==> config.mk <==
export PLATFORM = sky130hd
export DESIGN_NAME = wb_spi_bridge
export DESIGN_NICKNAME = d
export VERILOG_FILES = /design/src/rtl/wb_spi_pkg.sv /design/src/rtl/wb_spi_tmo.sv /design/src/rtl/wb_spi_bridge.sv
export SDC_FILE = /design/constraint.sdc
export NUM_CORES = 1
export LEC_CHECK = 0
export BUFFER_PORTS_ARGS = -buffer_cell sky130_fd_sc_hd__buf_2
export CORE_MARGIN = 5
export CORE_UTILIZATION = 32
export DETAILED_ROUTE_END_ITERATION = 12
export PLACE_DENSITY_LB_ADDON = 0.2
export SYNTH_ARGS = -nofsm -noshare
export SYNTH_HDL_FRONTEND = slang
export SYNTH_SLANG_ARGS = --single-unit
==> constraint.sdc <==
create_clock -name clk -period 1.7 [get_ports clk]
set_clock_uncertainty 0.1 [all_clocks]
set_input_delay 0.085 -clock clk [delete_from_list [all_inputs] [get_ports clk]]
set_output_delay 0.085 -clock clk [all_outputs]
set_load 0.01 [all_outputs]
==> src/rtl/wb_spi_pkg.sv <==
// Shared constants and FSM encoding for the Wishbone-to-SPI-engine bridge.
package wb_spi_pkg;

  localparam int IF_DIN_W  = 11;
  localparam int IF_DOUT_W = 9;
  localparam int BUSY_BIT  = 8;

  localparam logic [1:0] ADR_CTRL   = 2'd0;
  localparam logic [1:0] ADR_DATA   = 2'd1;
  localparam logic [1:0] ADR_STATUS = 2'd2;
  localparam logic [1:0] ADR_RSVD   = 2'd3;

  typedef enum logic [2:0] {
    ST_IDLE,
    ST_HOLD,
    ST_STROBE,
    ST_WAIT_ACK,
    ST_RESP
  } state_t;

endpackage

==> src/rtl/wb_spi_tmo.sv <==
// Saturating wait-state counter: flags expiry after TO_CYCLES enabled cycles
// since the last clear. Only used when WB_SPI_BRIDGE_TIMEOUT_EN is defined.
module wb_spi_tmo #(
  parameter int TO_CYCLES = 4095,
  parameter int TO_W      = 12
) (
  input  logic clk,
  input  logic rst,
  input  logic clr,
  input  logic en,
  output logic expired
);

  logic [TO_W-1:0] cnt;

  always_ff @(posedge clk or posedge rst) begin
    if (rst) begin
      cnt <= '0;
    end else if (clr) begin
      cnt <= '0;
    end else if (en && !expired) begin
      cnt <= cnt + 1'b1;
    end
  end

  // Count value k means k+1 cycles have been spent in the waiting state.
  assign expired = (cnt == TO_W'(TO_CYCLES - 1));

endmodule

==> src/rtl/wb_spi_bridge.sv <==
// Wishbone classic slave driving the SPI engine's cmd/wr/rd strobe interface.
// Optional bus timeout and error response: define WB_SPI_BRIDGE_TIMEOUT_EN.
module wb_spi_bridge
  import wb_spi_pkg::*;
#(
  parameter int DW        = 32,
  parameter int TO_CYCLES = 4095,
  parameter int TO_W      = 12
) (
  input  logic                 clk,
  input  logic                 rst,
  input  logic                 wb_cyc_i,
  input  logic                 wb_stb_i,
  input  logic                 wb_we_i,
  input  logic [1:0]           wb_adr_i,
  input  logic [DW-1:0]        wb_dat_i,
  output logic [DW-1:0]        wb_dat_o,
  output logic                 wb_ack_o,
  output logic                 wb_err_o,
  output logic [IF_DIN_W-1:0]  if_din,
  output logic                 if_cmd,
  output logic                 if_wr,
  output logic                 if_rd,
  input  logic [IF_DOUT_W-1:0] if_dout,
  input  logic                 if_ack,
  input  logic                 if_irq
);

  if ((64'd1 << TO_W) <= 64'(TO_CYCLES)) begin : g_bad_to_w
    $error("wb_spi_bridge: TO_W too narrow for TO_CYCLES");
  end

  state_t              state, state_nx;
  logic [1:0]          adr_q;
  logic                we_q;
  logic [IF_DIN_W-1:0] dat_q;
  logic [IF_DIN_W-1:0] shadow_q;
  logic                abort_q;
  logic                err_q;
  logic [DW-1:0]       rdat_q;
  logic [DW-1:0]       rd_val;

  logic req, busy, to_hit;
  logic cap_req, cap_rd, imm_resp, err_nx;
  logic unused_dat;

  assign req        = wb_cyc_i & wb_stb_i & ~wb_ack_o;
  assign busy       = if_dout[BUSY_BIT];
  assign unused_dat = ^wb_dat_i[DW-1:IF_DIN_W];

`ifdef WB_SPI_BRIDGE_TIMEOUT_EN
  localparam bit RSV_ERR = 1'b1;
  logic tmo_clr, tmo_en;

  assign tmo_en  = (state == ST_HOLD) || (state == ST_WAIT_ACK);
  assign tmo_clr = (state_nx != state) &&
                   ((state_nx == ST_HOLD) || (state_nx == ST_WAIT_ACK));

  wb_spi_tmo #(
    .TO_CYCLES (TO_CYCLES),
    .TO_W      (TO_W)
  ) u_tmo (
    .clk     (clk),
    .rst     (rst),
    .clr     (tmo_clr),
    .en      (tmo_en),
    .expired (to_hit)
  );
`else
  localparam bit RSV_ERR = 1'b0;
  assign to_hit = 1'b0;
`endif

  // NOTE: every signal assigned in an always_comb gets a default first, so no path leaves it unassigned and no latch is inferred.
  always_comb begin
    state_nx = state;
    cap_req  = 1'b0;
    cap_rd   = 1'b0;
    imm_resp = 1'b0;
    err_nx   = 1'b0;
    case (state)
      ST_IDLE: begin
        if (req) begin
          cap_req = 1'b1;
          // STATUS is read-only: its writes are answered without bothering the engine.
          if ((wb_adr_i == ADR_RSVD) || (wb_we_i && wb_adr_i == ADR_STATUS)) begin
            state_nx = ST_RESP;
            imm_resp = 1'b1;
            err_nx   = RSV_ERR && (wb_adr_i == ADR_RSVD);
          end else if (wb_we_i && wb_adr_i == ADR_DATA && busy) begin
            state_nx = ST_HOLD;
          end else begin
            state_nx = ST_STROBE;
          end
        end
      end
      ST_HOLD: begin
        if (!wb_cyc_i) begin
          state_nx = ST_IDLE;
        end else if (to_hit) begin
          state_nx = ST_RESP;
          err_nx   = 1'b1;
        end else if (!busy) begin
          state_nx = ST_STROBE;
        end
      end
      ST_STROBE: state_nx = ST_WAIT_ACK;
      ST_WAIT_ACK: begin
        // An abandoned cycle still drains the engine handshake, but is never acked.
        if (if_ack) begin
          cap_rd   = 1'b1;
          state_nx = (abort_q || !wb_cyc_i) ? ST_IDLE : ST_RESP;
        end else if (to_hit) begin
          state_nx = (abort_q || !wb_cyc_i) ? ST_IDLE : ST_RESP;
          err_nx   = 1'b1;
        end
      end
      ST_RESP: state_nx = ST_IDLE;
      default: state_nx = ST_IDLE;
    endcase
  end

  always_comb begin
    rd_val = '0;
    if (!we_q) begin
      case (adr_q)
        ADR_CTRL:   rd_val[IF_DIN_W-1:0] = shadow_q;
        ADR_DATA:   rd_val[7:0]          = if_dout[7:0];
        ADR_STATUS: rd_val[1:0]          = {if_irq, busy};
        default:    rd_val               = '0;
      endcase
    end
  end

  // NOTE: sequential state uses non-blocking assignments so every flop samples pre-edge values regardless of statement order.
  always_ff @(posedge clk or posedge rst) begin
    if (rst) begin
      state    <= ST_IDLE;
      adr_q    <= '0;
      we_q     <= 1'b0;
      dat_q    <= '0;
      shadow_q <= '0;
      abort_q  <= 1'b0;
      err_q    <= 1'b0;
      rdat_q   <= '0;
    end else begin
      state <= state_nx;
      if (cap_req) begin
        adr_q <= wb_adr_i;
        we_q  <= wb_we_i;
        dat_q <= wb_dat_i[IF_DIN_W-1:0];
      end
      if (cap_req) begin
        abort_q <= 1'b0;
      end else if (((state == ST_STROBE) || (state == ST_WAIT_ACK)) && !wb_cyc_i) begin
        abort_q <= 1'b1;
      end
      if (state_nx == ST_RESP) begin
        err_q <= err_nx;
      end
      if (imm_resp) begin
        rdat_q <= '0;
      end else if (cap_rd) begin
        rdat_q <= rd_val;
      end
      if (if_cmd) begin
        shadow_q <= dat_q;
      end
    end
  end

  // Moore outputs: decoded only from the state register and latched request.
  assign if_cmd = (state == ST_STROBE) &&  we_q && (adr_q == ADR_CTRL);
  assign if_wr  = (state == ST_STROBE) &&  we_q && (adr_q == ADR_DATA);
  assign if_rd  = (state == ST_STROBE) && !we_q;

  always_comb begin
    if_din = '0;
    if ((state == ST_STROBE) && we_q) begin
      if_din = (adr_q == ADR_CTRL) ? dat_q : {3'b000, dat_q[7:0]};
    end
  end

  assign wb_dat_o = rdat_q;
  assign wb_ack_o = (state == ST_RESP) && !err_q;
`ifdef WB_SPI_BRIDGE_TIMEOUT_EN
  assign wb_err_o = (state == ST_RESP) && err_q;
`else
  assign wb_err_o = 1'b0;
`endif

endmodule

==> results of run 1 <==
## state kept, by name (all words and copies together), names as in the netlist
signal and cells:
dat_q 11, abort_q 1, we_q 1, adr_q 2, wb_dat_o 11, shadow_q 11, state 3
## through the flow
step / area, um^2 / hold WS [ns] / setup TNS, ns
floorplan: 2230 / 0.134 / -0.434
global placement: 2470 / 0.138 / -0.129
detailed placement: 2470 / 0.145 / -0.111
CTS: 2850 / 0.000361 / -1.29
global route: 2910 / 0.0117 / -2.93
finish: 2910 / 0.0176 / -1.14
## power by group
part | internal (mW) | switching [mW] | leakage, nW | total [mW]
Combinational | 1.01 | 0.767 | 0.919 | 1.78
Sequential | 1.36 | 0.256 | 0.511 | 1.61
Clock | 0.436 | 0.331 | 0.0552 | 0.767
## logic make-up (layout without fill, tap and decap cells)
family,after synthesis,count (layout)
flops,40,40
buf+inv,35,99
other cells,1,22
simple gates,56,56
mux,30,30
compound gates,29,29
## cells in the mapped netlist (2+ instances only)
master / number
inv_1: 2
a21oi_1: 11
nor2_1: 5
a21o_1: 5
o2bb2ai_1: 4
dfrtp_1: 40
and2_1: 10
buf_4: 22
mux2i_1: 3
nand4b_1: 5
buf_1: 2
and4b_1: 2
and3_1: 3
buf_6: 2
nand3_1: 5
mux2_2: 17
nand2_1: 15
a221oi_1: 2
clkbuf_1: 7
mux2_4: 10
or3_1: 2
## path summary, 6_finish.rpt
check                         endpoint  slack, ns  cells past startpoint
max                         if_din[10]      -0.07                      5
min                           state[2]       0.02                      3
max in group asynchronous     adr_q[1]       0.79                      4
max reg2reg                   dat_q[8]      -0.06                      4
min reg2reg                shadow_q[9]       0.40                      1
min in group asynchronous  wb_dat_o[5]       0.36                      4
## area by class of cell
type                    instances  share of cell area [%]
clock buffers                   6                    2.49
flip-flops and latches         40                    34.4
well taps                      77                    3.31
repair buffers                 89                    23.0
inverters                       2                   0.258
multi-input cells             137                    35.4
clock inverters                 2                    1.20
## critical path, stage by stage, from the launching register on
cell	delay, ns
dfrtp_1	0.39
buf_6	0.12
and4bb_4	0.37
buf_6	0.13
and3_4	0.19
buf_6	0.10
## layout by cell type, fill, tap and decap left out, types with 6 or more instances in the layout
cell type,count
a21oi_1,11
and2_4,6
buf_2,44
buf_4,13
buf_6,16
conb_1,22
dfrtp_1,40
dlygate4sd3_1,15
mux2_2,17
mux2_4,10
nand2_1,14
## layer usage
layer / track usage, % / share of wire, % / vias up
met3: 3.52 / 6.5 / 4
met2: 18.0 / 45 / 57
met5: 0 / 0 / -
met4: 4.46 / 1.7 / 0
li1: - / - / 804
met1: 16.7 / 47 / 782
## what timing repair did
item	in CTS	in global routing
pin swaps	4	0
gates cloned	1	0
endpoints found under the hold margin	54	0
setup buffers	7	0
setup endpoints to repair	26	38
resized for setup	15	15
hold buffers	15	0
==> results.sh, run 1 <==
export IMPL_slew_headroom_pct=66.1
export IMPL_ctsHtreeMaxLevel=2
export IMPL_antenna_found_initial=0
export IMPL_syn_area_um2=2140
export IMPL_tightest_slew_ns=0.509
export IMPL_synth_cells=191
export IMPL_setup_viol=31
export IMPL_cp_arrival_ns=1.59
export IMPL_synth_xor_area_share_pct=0
export IMPL_cts_tree="done"
export IMPL_port_buffers=54
export IMPL_fillers=613
export IMPL_fin_crit_sh_pct=104
export IMPL_track_usage_pct=12.1
export IMPL_antenna_cells=0
export IMPL_final_max_slew_violation_count=0
export IMPL_num_vias=1647
export IMPL_cts_buffers=5
export IMPL_hold_start="wb_cyc_i"
export IMPL_ys_ff_latch=40
export IMPL_multi_input_area_um2=1030
export IMPL_drc=0
export IMPL_rsz0062_at_grt="yes"
export IMPL_max_freq_mhz=564
export IMPL_place_hpwl_um=3500
export IMPL_synth_mux_area_share_pct=17.3
export IMPL_grt_first_pass_wirelength_um=8080
export IMPL_async_flop_share_pct=100
export IMPL_crit_path_start="state[0]"
export IMPL_dr_pass1_iters=4
export IMPL_ant_nets=0
export IMPL_fp_coreArea_um2=6420
export IMPL_ys_types=38
export IMPL_dp_cells=322
export IMPL_synthAdderAreaFrac_pct=0
export IMPL_nets=325
export IMPL_rows=29
export IMPL_synth_seq_area_share_pct=46.7
export IMPL_yosysTopAreaCell="dfrtp_1"
export IMPL_synth_simple_area_share_pct=15.6
export IMPL_yosysTopAreaCellShare_pct=46.7
export IMPL_p_leak_nw=1.48
export IMPL_crit_fanout=6
export IMPL_synth_avg_cell_area_um2=11.2
export IMPL_via_per_inst=4.67
export IMPL_synth_area_top_cells="dfrtp_1 (47%), mux2_2 (8.9%), buf_4 (7.7%), mux2_4 (7.0%), and2_1 (2.9%)"
export IMPL_clk_latency_ns=0.29
export IMPL_area_delta_synth_final_pct=35.8
export IMPL_ff_latch_area_um2=1000
export IMPL_ys_warnings_count=0
export IMPL_total_power_mw=4.16
export IMPL_synth_compound_area_share_pct=9.46
export IMPL_utilization_pct=45.3
export IMPL_die_area_um2=8430
export IMPL_synth_edff_count=0
export IMPL_cts_buffer_depth=2
export IMPL_die_y_um=91.8
export IMPL_crit_path_end_kind="primary output"
export IMPL_hold_viol=0
export IMPL_ir_drop_mv=0.708
export IMPL_io_pin_count=98
export IMPL_critPathLaunchType="flip-flop"
export IMPL_root_buffer="clkbuf_8"
export IMPL_dp_slack_ns=-0.0154
export IMPL_post_drt_wl_per_cell_um=14.3
export IMPL_drt_iter0_markers=108
export IMPL_die_w_um=91.8
export IMPL_path_class="reg -> out"
export IMPL_hold_path_class="in -> reg"
export IMPL_synth_top_family_by_area="multiplexers"
export IMPL_outcome="complete, but fails checks"
export IMPL_r2r_start="state[2]"
export IMPL_period_minus_slack_ns=1.77
export IMPL_clk_pin_slew_worst_paths_ns=0.08
export IMPL_crit_required_ns=1.51
export IMPL_grt_max_degree=41
export IMPL_grt_pass1_vias=1576
export IMPL_fin_ws_ns=-0.0726
export IMPL_wirelength_um=5050
export IMPL_violations="setup timing"
export IMPL_initial_core_util_pct=33.4
export IMPL_place_congestion=0.762
export IMPL_overflow=0
export IMPL_cap_violations=0
export IMPL_instances_no_fill=353
export IMPL_powerDensity_nw_per_um2=1430
export IMPL_drive_above_1_share_pct=44.2
export IMPL_numClockSinks=40
export IMPL_synthFlopType="dfrtp_1"
Power figures use the tool's default switching activity.
==> inputs of run 2 (changes only) <==
--- a/constraint.sdc
+++ b/constraint.sdc
@@ -4,2 +4,2 @@
 set_output_delay 0.085 -clock clk [all_outputs]
-set_load 0.01 [all_outputs]
+set_load 0.02 [all_outputs]
==> results.sh, run 2 (synthesized netlist as in run 1, its figures left out) <==
export IMPL_dp_slack_ns=-0.0145
export IMPL_rr_worst_depth=4
export IMPL_instances_no_fill=357
export IMPL_area_delta_synth_final_pct=42.0
export IMPL_min_to="wb_dat_o[2]"
export IMPL_crit_required_ns=1.51
export IMPL_fp_coreArea_um2=6420
export IMPL_rsz0062_at_grt="yes"
export IMPL_numClockSinks=40
export IMPL_setup_viol=27
export IMPL_placedInstanceArea_um2=2480
export IMPL_slew_headroom_pct=65.9
export IMPL_place_congestion=0.770
export IMPL_clk_pin_slew_worst_paths_ns=0.09
export IMPL_antenna_found_initial=0
export IMPL_fin_ws_ns=-0.0984
export IMPL_clk_latency_ns=0.30
export IMPL_cts_buffer_depth=2
export IMPL_tightest_slew_ns=0.512
export IMPL_post_drt_wl_per_cell_um=14.4
export IMPL_holdPathStages=3
export IMPL_total_power_mw=4.53
export IMPL_whs_ns=0.0179
export IMPL_antenna_cells=0
export IMPL_track_usage_pct=12.2
export IMPL_initial_core_util_pct=33.4
export IMPL_cts_buffers=5
export IMPL_root_buffer="clkbuf_8"
export IMPL_dr_pass1_iters=2
export IMPL_utilization_pct=47.4
export IMPL_port_buffers=54
export IMPL_drive_above_1_share_pct=47.1
export IMPL_dp_cells=322
export IMPL_violations="setup timing"
export IMPL_drt_iter0_markers=78
export IMPL_ant_nets=0
export IMPL_seqPwrFrac_pct=35.8
export IMPL_final_cell_mix="dfrtp_1 (40), buf_2 (39), conb_1 (22)"
export IMPL_hold_viol=0
export IMPL_cts_tree="done"
export IMPL_crit_path_end_kind="primary output"
export IMPL_period_minus_slack_ns=1.80
export IMPL_die_y_um=91.8
export IMPL_layout_commonest_cell="dfrtp_1"
export IMPL_hold_path_class="in -> reg"
export IMPL_overflow=0
export IMPL_ctsHtreeMaxLevel=2
export IMPL_p_int_mw=2.95
export IMPL_grt_first_pass_wirelength_um=8140
export IMPL_r2r_start="state[2]"
export IMPL_rrSetupSlack_ns=-0.04
export IMPL_switching_share_pct=35.0
export IMPL_final_max_slew_violation_count=0
export IMPL_cp_arrival_ns=1.61
export IMPL_r2r_end="dat_q[4]"
export IMPL_cap_violations=0
export IMPL_place_hpwl_um=3500
export IMPL_p_clk_share_pct=18.0
export IMPL_ir_drop_mv=0.714
export IMPL_critPathLaunchType="flip-flop"
export IMPL_rows=29
export IMPL_fin_crit_sh_pct=106
export IMPL_via_per_inst=4.60
export IMPL_wirelength_um=5130
export IMPL_path_class="reg -> out"
export IMPL_grt_max_degree=41
export IMPL_grt_pass1_vias=1635
export IMPL_final_area_um2=3040
export IMPL_io_pin_count=98
export IMPL_p_switching_mw=1.59
export IMPL_p_leak_nw=1.53
export IMPL_num_vias=1643
export IMPL_outcome="complete, but fails checks"
export IMPL_nets=329
export IMPL_die_w_um=91.8
export IMPL_max_freq_mhz=556
export IMPL_crit_fanout=6
export IMPL_drc=0
export IMPL_pwr_share_comb_pct=46.3
export IMPL_powerDensity_nw_per_um2=1490
export IMPL_fin_setup_tns_ns=-1.10
export IMPL_die_area_um2=8430
export IMPL_hold_start="if_dout[2]"
-- run 2: cell types whose count changed in the layout (fill, tap and decap cells not counted), sizes merged --
cell,change
clkinv,-1
dlygate4sd3,+1
buf,+3
clkbuf,-1
inv,+1
clkinvlp,+1
-- run 2: per-layer routing --
metal  up-vias  wire [um]  global-route usage (%)
met2        57       2380                    19.8
met4         0         97                    5.32
li1        811          -                       -
met3         5        284                    3.19
met5         -          0                       0
met1       770       2370                    15.3
-- run 2: worst max path at each step --
stage | startpoint | end | depth (start not counted) | slack [ns]
after CTS | state[0] | if_din[10] | 5 | -0.12
final | state[2] | if_din[10] | 5 | -0.1
after global placement | state[2] | dat_q[4] | 4 | -0.004
after floorplan | state[0] | adr_q[0] | 5 | -0.04
after global routing | state[2] | if_din[10] | 5 | -0.16
after detailed placement | state[2] | dat_q[4] | 4 | -0.01
-- run 2: worst max-delay path, stage by stage (launching register included) --
cell      delay [ns]
dfrtp_1         0.39
buf_6           0.12
and4bb_4        0.36
buf_6           0.13
and3_4          0.19
buf_6           0.11
-- run 2: timing repair --
| item | in CTS | in global routing |
|---|---|---|
| gates resized for setup | 43 | 16 |
| hold buffers | 16 | 0 |
| cloned | 1 | 0 |
| setup buffers | 7 | 3 |
| endpoints found under the hold margin | 55 | 0 |
| pin swaps | 8 | 3 |
| setup endpoints to repair | 23 | 44 |
-- run 2: area by class of cell --
class / instances / area, um^2
Timing Repair Buffer: 93 / 744
Clock inverter: 3 / 46.3
Multi-Input combinational cell: 137 / 1080
Fill cell: 617 / 3380
Clock buffer: 5 / 68.8
Tap cell: 77 / 96.3
Inverter: 2 / 10.0
Sequential cell: 40 / 1000
-- run 2: power by group through the flow --
stage	Combinational, mW	Clock (mW)	Sequential (mW)
6_report	2.10	0.813	1.62
3_5_place_dp	1.71	0	1.63
3_3_place_gp	1.70	0	1.61
5_1_grt	2.27	0.879	1.68
2_1_floorplan	1.20	0	1.65
4_1_cts	1.97	0.837	1.62
==> inputs of run 3 (changes only) <==
ABC_AREA = 1   (was not set)
PLACE_DENSITY_LB_ADDON = not set   (was 0.2)
==> results.sh, run 3 <==
export IMPL_outcome="complete, but fails checks"
export IMPL_violations="setup timing"
export IMPL_port_buffers=54
export IMPL_track_usage_pct=12.8
export IMPL_final_cell_mix="nand2_1 (76), buf_2 (41), dfrtp_1 (40)"
export IMPL_yosysTopAreaCellShare_pct=44.8
export IMPL_crit_fanout=6
export IMPL_place_hpwl_um=3600
export IMPL_numClockSinks=40
export IMPL_via_per_inst=4.10
export IMPL_final_max_slew_violation_count=0
export IMPL_overflow=0
export IMPL_cap_violations=0
export IMPL_synth_commonest_cells="nand2_1 (78), dfrtp_1 (40), nor2_1 (39)"
export IMPL_cts_buffers=5
export IMPL_ys_ff_latch=40
export IMPL_ys_warnings_count=0
export IMPL_switching_share_pct=44.0
export IMPL_die_area_um2=8750
export IMPL_crit_chain="nor2_4 -> nand2_2 -> nor2_4 -> clkinv_4 -> buf_12 -> nor2_4 -> buf_6"
export IMPL_place_congestion=0.789
export IMPL_slowest_stage="dfrtp_1"
export IMPL_synth_avg_cell_area_um2=7.70
export IMPL_setup_viol=6
export IMPL_slowest_delay_ns=0.41
export IMPL_drt_iter0_markers=89
export IMPL_tightest_slew_ns=0.505
export IMPL_antenna_cells=0
export IMPL_wirelength_um=5280
export IMPL_grt_max_degree=41
export IMPL_critPathLaunchType="flip-flop"
export IMPL_path_buf_inv=3
export IMPL_area_delta_synth_final_pct=37.0
export IMPL_fp_coreArea_um2=6790
export IMPL_cts_tree="done"
export IMPL_layout_commonest_cell="nand2_1"
export IMPL_p_clk_share_pct=13.3
export IMPL_dr_pass1_iters=4
export IMPL_synthFlopType="dfrtp_1"
export IMPL_cp_arrival_ns=1.54
export IMPL_crit_required_ns=1.51
export IMPL_p_switching_mw=1.97
export IMPL_async_flop_share_pct=100
export IMPL_max_freq_mhz=581
export IMPL_drc=0
export IMPL_pwr_share_comb_pct=50.7
export IMPL_root_buffer="clkbuf_8"
export IMPL_cpMostUsedCell="nor2_4"
export IMPL_slew_headroom_pct=66.3
export IMPL_clk_latency_ns=0.29
export IMPL_cp_top_family="simple AND/OR/NAND/NOR gates"
export IMPL_cts_buffer_depth=2
export IMPL_ant_nets=0
export IMPL_clk_pin_slew_worst_paths_ns=0.08
export IMPL_fillers=673
export IMPL_powerDensity_nw_per_um2=1460
export IMPL_period_minus_slack_ns=1.72
export IMPL_synth_edff_count=0
export IMPL_post_drt_wl_per_cell_um=11.2
export IMPL_synth_area_top_cells="dfrtp_1 (45%), nand2_1 (13%), buf_4 (7.7%), nor2_1 (6.6%), inv_1 (5.7%)"
export IMPL_antenna_found_initial=0
export IMPL_utilization_pct=45.0
export IMPL_num_vias=1930
export IMPL_yosysTopAreaCell="dfrtp_1"
export IMPL_die_y_um=93.5
export IMPL_seqPwrFrac_pct=36.0
export IMPL_syn_area_um2=2230
export IMPL_path_class="reg -> out"
export IMPL_crit_path_end_kind="primary output"
export IMPL_rows=30
export IMPL_die_w_um=93.5
export IMPL_synth_seq_area_share_pct=44.8
export IMPL_grt_first_pass_wirelength_um=8890
export IMPL_rsz0062_at_grt="yes"
export IMPL_p_int_mw=2.51
export IMPL_initial_core_util_pct=32.9
export IMPL_drive_above_1_share_pct=30.9
export IMPL_p_leak_nw=1.61
export IMPL_yosysMostFrequentCell="nand2_1"
export IMPL_nets=425
export IMPL_grt_pass1_vias=1897
export IMPL_fin_crit_sh_pct=101
export IMPL_ctsHtreeMaxLevel=2
export IMPL_fin_ws_ns=-0.0221
export IMPL_ys_types=23
export IMPL_io_pin_count=98
export IMPL_synth_cells=290
export IMPL_ff_latch_area_um2=1000
export IMPL_hold_viol=0
export IMPL_multi_input_area_um2=1040
export IMPL_hold_path_class="in -> reg"
export IMPL_ir_drop_mv=0.573
export IMPL_whs_ns=0.00165
run 3: cell count changes in the layout (fill, tap and decap cells not counted), moves of 9 or more:
cell	previous run	this run
mux2_2	17	0
mux2_4	10	0
nand3_1	5	17
o21ai_2	0	11
o21ai_0	1	12
inv_1	1	33
nor2_4	1	14
buf_6	21	12
nand2_1	14	76
nor2_1	4	28
run 3: worst register-to-register path, stage by stage, from the launching register on:
cell     delay [ns]
dfrtp_1        0.41
nor2_4         0.14
nand2_2        0.08
nor2_4         0.16
buf_12         0.13
buf_4          0.09
buf_4          0.11
nand2_4        0.13
nand2_1        0.12
o21ai_2        0.05
run 3: cell type report:
type | instances | area share [%]
inverters | 38 | 4.83
multi-input cells | 205 | 34.0
flip-flops and latches | 40 | 32.7
clock buffers | 6 | 2.37
repair buffers | 85 | 21.9
clock inverters | 1 | 0.164
well taps | 96 | 3.93
run 3: per-stage QoR:
step / area (um^2) / worst slack [ns] / power, mW / instances / setup TNS (ns)
floorplan: 2310 / 0.200 / 3.03 / 311 / 0
global placement: 2530 / 0.125 / 3.48 / 439 / 0
detailed placement: 2530 / 0.111 / 3.51 / 439 / 0
CTS: 2980 / -0.0550 / 4.42 / 470 / -0.483
global route: 3060 / -0.0955 / 4.89 / 471 / -0.983
finish: 3060 / -0.0221 / 4.48 / 471 / -0.107
run 3: cells by family after synthesis:
kind of cell / after synthesis / share of synthesized area [%]
AO/OA/AOI/OAI: 33 / 9.25
buffers and inverters: 67 / 16.9
flip-flops: 40 / 44.8
other: 1 / 0.168
AND/OR/NAND/NOR: 149 / 28.9
run 3: final timing paths:
path,startpoint,end,slack (ns),cells past startpoint
max in group asynchronous,rst,shadow_q[6],0.78,4
worst min-delay path,if_dout[6],wb_dat_o[6],0.002,5
worst min register to register,shadow_q[5],shadow_q[5],0.39,2
worst max register to register,state[0],shadow_q[2],0.08,9
min in group asynchronous,rst,wb_dat_o[6],0.35,4
worst max-delay path,state[0],if_din[0],-0.02,7
run 3: power groups by stage:
| stage | Clock, mW | Sequential, mW | Combinational, mW |
|---|---|---|---|
| after floorplan | 0 | 1.72 | 1.31 |
| after global placement | 0 | 1.61 | 1.87 |
| after detailed placement | 0 | 1.63 | 1.88 |
| after CTS | 0.617 | 1.61 | 2.19 |
| after global routing | 0.662 | 1.67 | 2.56 |
| final | 0.595 | 1.61 | 2.27 |
run 3: repair_timing:
item,CTS,global route
endpoints found under the setup margin,13,14
resized for setup,40,16
cloned,1,0
pin swaps,4,4
endpoints found under the hold margin,55,0
buffers inserted,7,1
hold buffers,16,0
run 3: metal layers:
metal | GRT usage [%] | vias to the layer above | wire length [um]
li1 | - | 1014 | -
met1 | 16.0 | 843 | 2320
met2 | 21.0 | 63 | 2460
met3 | 3.06 | 10 | 359
met4 | 5.62 | 0 | 134
met5 | 0 | - | 0
